--- src/rtl/shift_pkg.sv ---
// shift_pkg: shared types, defaults and effective-amount helper for the shift pass scheduler
package shift_pkg;
  typedef enum logic [1:0] {OP_LSR, OP_LSL, OP_ASR, OP_ROR} op_e;
  typedef enum logic [1:0] {IDLE, SHIFT, DONE} state_e;
  localparam int WIDTH_DEF = 8;
  localparam int MAX_STEP_DEF = 4;
  // Amount actually worth shifting: saturates logical/arith shifts, wraps rotates
  function automatic logic [31:0] eff_amount(input logic [1:0] op, input logic [31:0] amount,
                                             input logic [31:0] width);
    logic [31:0] lim;
    lim = (op == OP_ASR) ? width - 32'd1 : width;
    return (op == OP_ROR) ? amount % width : ((amount < lim) ? amount : lim);
  endfunction
endpackage

--- src/rtl/shift_pass_scheduler_rr_arb2.sv ---
// rr_arb2: two-way round-robin arbiter favouring the requester that did not win last
module rr_arb2 (
  input  logic [1:0] valid,
  input  logic       last_grant,
  output logic [1:0] grant,
  output logic       grant_id
);
  always_comb begin
    grant_id = valid[1] & (~valid[0] | ~last_grant);
    grant = {valid[1] & grant_id, valid[0] & ~grant_id};
  end
endmodule

--- src/rtl/shift_pass_scheduler.sv ---
// shift_pass_scheduler: arbitrates two requesters onto a pass-limited shifter and loops passes to completion
module shift_pass_scheduler
  import shift_pkg::*;
#(
  parameter int WIDTH = WIDTH_DEF,
  parameter int MAX_STEP = MAX_STEP_DEF,
  parameter int AMT_W = 8
) (
  input  logic             clk,
  input  logic             rst,
  input  logic             req0_valid,
  output logic             req0_ready,
  input  logic [WIDTH-1:0] req0_value,
  input  logic [AMT_W-1:0] req0_amount,
  input  logic [1:0]       req0_op,
  input  logic             req1_valid,
  output logic             req1_ready,
  input  logic [WIDTH-1:0] req1_value,
  input  logic [AMT_W-1:0] req1_amount,
  input  logic [1:0]       req1_op,
  output logic [WIDTH-1:0] sh_value,
  output logic [7:0]       sh_amount,
  output logic [1:0]       sh_op,
  input  logic [WIDTH-1:0] sh_result,
  output logic             rsp_valid,
  input  logic             rsp_ready,
  output logic [WIDTH-1:0] rsp_result,
  output logic             rsp_id
);
  state_e state, state_nx;
  logic [WIDTH-1:0] acc, sel_value;
  logic [AMT_W-1:0] rem, step, sel_amount, eff;
  logic [1:0] op_r, sel_op, grant;
  logic id_r, last_grant, grant_id, accept;
  rr_arb2 u_arb (
    .valid({req1_valid, req0_valid}),
    .last_grant(last_grant),
    .grant(grant),
    .grant_id(grant_id)
  );
  always_comb begin
    step = (rem < AMT_W'(MAX_STEP)) ? rem : AMT_W'(MAX_STEP);
    req0_ready = (state == IDLE) && grant[0] && !rst;
    req1_ready = (state == IDLE) && grant[1] && !rst;
    accept = req0_ready | req1_ready;
    sel_value = grant_id ? req1_value : req0_value;
    sel_amount = grant_id ? req1_amount : req0_amount;
    sel_op = grant_id ? req1_op : req0_op;
    eff = AMT_W'(eff_amount(sel_op, 32'(sel_amount), 32'(WIDTH)));
    sh_value = acc;
    sh_op = op_r;
    sh_amount = (state == SHIFT) ? 8'(step) : 8'd0;
    rsp_valid = (state == DONE);
    rsp_result = rsp_valid ? acc : '0;
    rsp_id = rsp_valid & id_r;
    state_nx = (state == IDLE)  ? (accept ? ((eff == '0) ? DONE : SHIFT) : IDLE) :
               (state == SHIFT) ? ((rem == step) ? DONE : SHIFT) :
               (rsp_ready ? IDLE : DONE);
  end
  always_ff @(posedge clk or posedge rst) begin
    if (rst) begin
      state <= IDLE;
      acc <= '0;
      rem <= '0;
      op_r <= '0;
      id_r <= 1'b0;
      last_grant <= 1'b1;
    end else begin
      state <= state_nx;
      if (accept) begin
        acc <= sel_value;
        op_r <= sel_op;
        id_r <= grant_id;
        last_grant <= grant_id;
        rem <= eff;
      end else if (state == SHIFT) begin
        acc <= sh_result;
        rem <= rem - step;
      end
    end
  end
endmodule
--- config.mk ---
export PLATFORM = sky130hd
export DESIGN_NAME = shift_pass_scheduler
export DESIGN_NICKNAME = d
export VERILOG_FILES = /design/src/rtl/shift_pkg.sv /design/src/rtl/shift_pass_scheduler_rr_arb2.sv /design/src/rtl/shift_pass_scheduler.sv
export SDC_FILE = /design/constraint.sdc
export NUM_CORES = 1
export LEC_CHECK = 0
export ABC_AREA = 1
export CAP_MARGIN = 20
export CORE_AREA = 4 4 68 70
export CTS_BUF_LIST = sky130_fd_sc_hd__clkbuf_2 sky130_fd_sc_hd__clkbuf_4 sky130_fd_sc_hd__clkbuf_8
export CTS_CLUSTER_DIAMETER = 50
export DETAILED_ROUTE_END_ITERATION = 10
export DIE_AREA = 0 0 72 74
export PLACE_DENSITY = 0.8
export SLEW_MARGIN = 5
export SYNTH_ARGS = -nofsm -noshare
export SYNTH_HDL_FRONTEND = slang
export SYNTH_SLANG_ARGS = --single-unit
export TNS_END_PERCENT = 10
--- constraint.sdc ---
create_clock -name clk -period 2.7 [get_ports clk]
set_clock_uncertainty 0.2 [all_clocks]
set_input_delay 0.54 -clock clk [delete_from_list [all_inputs] [get_ports clk]]
set_output_delay 0.54 -clock clk [all_outputs]
set_load 0.005 [all_outputs]
==> Implementation_results.wiki <==
{| class="wikitable"
! Metric !! Value
|-
| Drt first-iter violations || ~140
|-
| Proportion of power drawn by flip-flops and latches || a little over a quarter
|-
| Final design area excluding fillers || approximately 0.0027 sq mm
|-
| Pin count of the biggest net entering global routing || 22
|-
| Number of H-tree levels || 1
|-
| Library cells used by synthesis || 38
|-
| Sum Neg Setup Slack || 0 ns
|-
| Share of power burned in the clock network || between 10% and 20%
|-
| Placeable core area || between 0.003 and 0.004 sq mm
|-
| Final wirelength || a little under 5 mm
|-
| Static Leak || 1.30 nW
|-
| Switching power as a share of total power || 40.5%
|-
| Number of synthesized register bits || 22
|-
| Type of element capturing the critical path || output port
|-
| Via count of the first global-routing pass || ~1800
|-
| Fraction of final layout cells with drive strength greater than 1 || 16.8%
|-
| TritonCTS clock tree || done
|-
| Top cells by area in the synthesized netlist || dfrtp_1 32%, nand2_1 13%, inv_1 7.2%
|-
| Setup ws final || ~0.10 ns
|-
| Share of power burned in combinational logic || between 50% and 60%
|-
| Number of diodes added for antenna fixing || 0
|-
| Max Transition Viols Final || 0
|-
| Period Utilization, post-route || between 90% and 100%
|-
| Number of input and output port buffers inserted || 73
|-
| Top-area cell type share of the netlist area || a little under a third
|-
| Fraction of synthesis flops using an asynchronous set or reset pin || 100%
|-
| Required @ worst endpoint || 1.96 ns
|-
| Primary flip-flop cell chosen by synthesis mapping || dfrtp_1
|-
| Synthesis-to-layout area growth || 60.0%
|-
| Detailed placer's ending HPWL || 3.84 mm
|-
| Clock Tree Buf Depth || 2
|-
| Number of optimization iterations in the first detailed-route pass || 4
|-
| Sequential-to-total area share from yosys stat || approximately a third
|-
| Nets@finish || 380
|-
| Buffer cell driving the clock tree root || clkbuf_8
|-
| Number of placement rows || 23
|-
| Max-cap violation count || 0
|-
| Number of hold-repair buffers added at the cts stage || 0
|-
| Count of vias placed by the detailed router || around 1900
|-
| Startpoint type of the worst setup path || input pin
|-
| Fillers || ~340
|-
| Initial antenna violation count || 0
|-
| Number of buffers added by the clock tree synthesis step || 3
|-
| GPL Wtd Cong || 0.880
|-
| Worst hold margin || roughly 0.29 ns
|-
| Chip Width || 72 um
|-
| Crit path DAT || 1.86 ns
|-
| Maximum operating frequency || ~380 MHz
|-
| Placement-stage cell area || 0.00254 sq mm
|-
| Fin. Hold Viols || 0
|-
| Effective utilization at floorplan || a little over two fifths
|-
| Clock-pin slew on the worst setup and hold paths || 0.08 ns
|-
| Mapped Avg Cell Area || slightly above 7 sq um
|-
| Cell type contributing the most total cell area after synthesis || dfrtp_1
|-
| Synthesized instance count || 236
|-
| Maximum VDD drop || ~350 uV
|-
| Min-delay worst type || flop to flop
|-
| Warning count from the yosys run || 0
|-
| Internal power || 0.00134 W
|-
| Period minus WS final || 2.60 ns
|-
| Number of nets still failing antenna checks after routing || 0
|-
| Overall track demand over capacity in global routing || between 15 and 20%
|-
| Global-route wire length before repair || ~8.2 mm
|-
| Final setup vio count || 0
|-
| Netlist Area Pre-Place || roughly 0.0017 sq mm
|-
| Status || completed
|-
| EDFF count, synth || 0
|-
| Chip height || ~74 um
|-
| Aggregate global routing overflow || 0
|-
| Mean routed wirelength per cell || 13.0 um
|-
| Via density per instance || 4.98
|-
| Power density normalized to cell area || around 850 mW/mm^2
|-
| Worst slack at placement || -0.321 ns
|-
| Clock latency at the later pin of the worst-skew pair || roughly 0.27 ns
|-
| Maximum fanout count along the critical path || 4
|-
| Area enclosed by the die boundary || roughly 0.0053 sq mm
|-
| Final Power || around 0.0023 W
|-
| Count of unresolved DRC violations after routing || 0
|-
| Top Ports || between 70 and 80
|-
| Net switching component of the power || ~0.00091 W
|-
| Clock sinks || 22
|-
| Worst setup path class || input pin to output port
|}
## area by class of cell
class,count,area [sq um],share of cell area [%]
clock inverters,1,30.0,1.13
clock buffers,3,41.3,1.55
well taps,50,62.6,2.35
inverters,35,131,4.93
repair buffers,95,908,34.1
multi-input cells,171,938,35.2
flip-flops and latches,22,552,20.7
## final timing paths
check	from	endpoint	slack, ns	cells after the start
min in group asynchronous	rst	last_grant	0.47	2
worst max register to register	last_grant	state[0]	0.22	16
worst min register to register	sh_op[1]	sh_op[1]	0.29	2
worst max-delay path	rst	req1_ready	0.1	5
max in group asynchronous	rst	sh_value[4]	1.54	3
worst min-delay path	sh_op[1]	sh_op[1]	0.29	2
## state kept, by name, indices dropped and copies added, names as in the netlist
| register | flops |
|---|---|
| id_r | 1 |
| last_grant | 1 |
| sh_op | 2 |
| rem | 8 |
| state | 2 |
| sh_value | 8 |
## kinds of logic after synthesis
logic type | Yosys count | share of synthesized area (%)
flops | 22 | 33.1
simple gates | 121 | 34.0
fa+ha+maj | 3 | 2.25
buf+inv | 47 | 13.1
other cells | 2 | 0.451
compound gates | 38 | 15.1
xor+xnor | 1 | 0.526
mux | 2 | 1.35
## synthesized netlist by cell type, types with 2 or more instances
master,instances
nand2_1,57
inv_2,2
nand2_4,4
nor3_1,3
nor2_1,31
dfrtp_1,21
conb_1,2
buf_4,7
clkbuf_1,2
mux2_2,2
buf_6,2
o21ai_0,6
nand2_2,8
inv_1,32
ha_1,3
a21oi_1,13
nand3_1,11
o22ai_1,3
o311ai_0,8
## metal layers
layer  global-route usage (%)  vias up  routed length [um]
met5                        0        -                   0
met4                     6.89        0                 122
met3                     2.16       13                 323
met2                     35.3       70                2480
met1                     23.6      855                1980
li1                         -      938                   -
## repair_timing
item / in CTS / in global routing
buffers inserted: 0 / 2
resized for setup: 7 / 6
pin swaps: 0 / 1
endpoints found under the setup margin: 5 / 3
## cell usage in the layout, fill, tap and decap left out, types with 2 or more instances in the layout
cell / instances
clkdlybuf4s50_1: 70
nand2_1: 55
inv_1: 32
nor2_1: 31
dfrtp_1: 21
buf_4: 21
a21oi_1: 13
nand2_2: 10
nand3_1: 10
o311ai_0: 8
o21ai_0: 6
conb_1: 6
nand2_4: 3
inv_2: 3
o22ai_1: 3
nor3_2: 3
ha_1: 3
clkbuf_8: 3
nand3_2: 2
mux2_2: 2
dlygate4sd2_1: 2
## power by group through the flow
stage / Clock, W / Combinational (W) / Sequential (W)
finish: 0.000315 / 0.00133 / 0.000606
global route: 0.000329 / 0.00149 / 0.000626
CTS: 0.000317 / 0.00129 / 0.000603
detailed placement: 0 / 0.00127 / 0.000605
global placement: 0 / 0.00123 / 0.000598
floorplan: 0 / 0.000706 / 0.000592
## through the flow
step / utilization (%) / cells
after global routing: 67.1 / 377
final: 67.1 / 377
after CTS: 66.3 / 375
after detailed placement: 63.9 / 371
after global placement: 63.9 / 371
after floorplan: - / 240
## critical path, stage by stage
cell,delay [ns]
clkdlybuf4s50_1,0.40
inv_1,0.15
nand2_1,0.14
nor2_4,0.11
clkdlybuf4s50_1,0.51
Note: power is estimated with default switching activity, not from simulation.
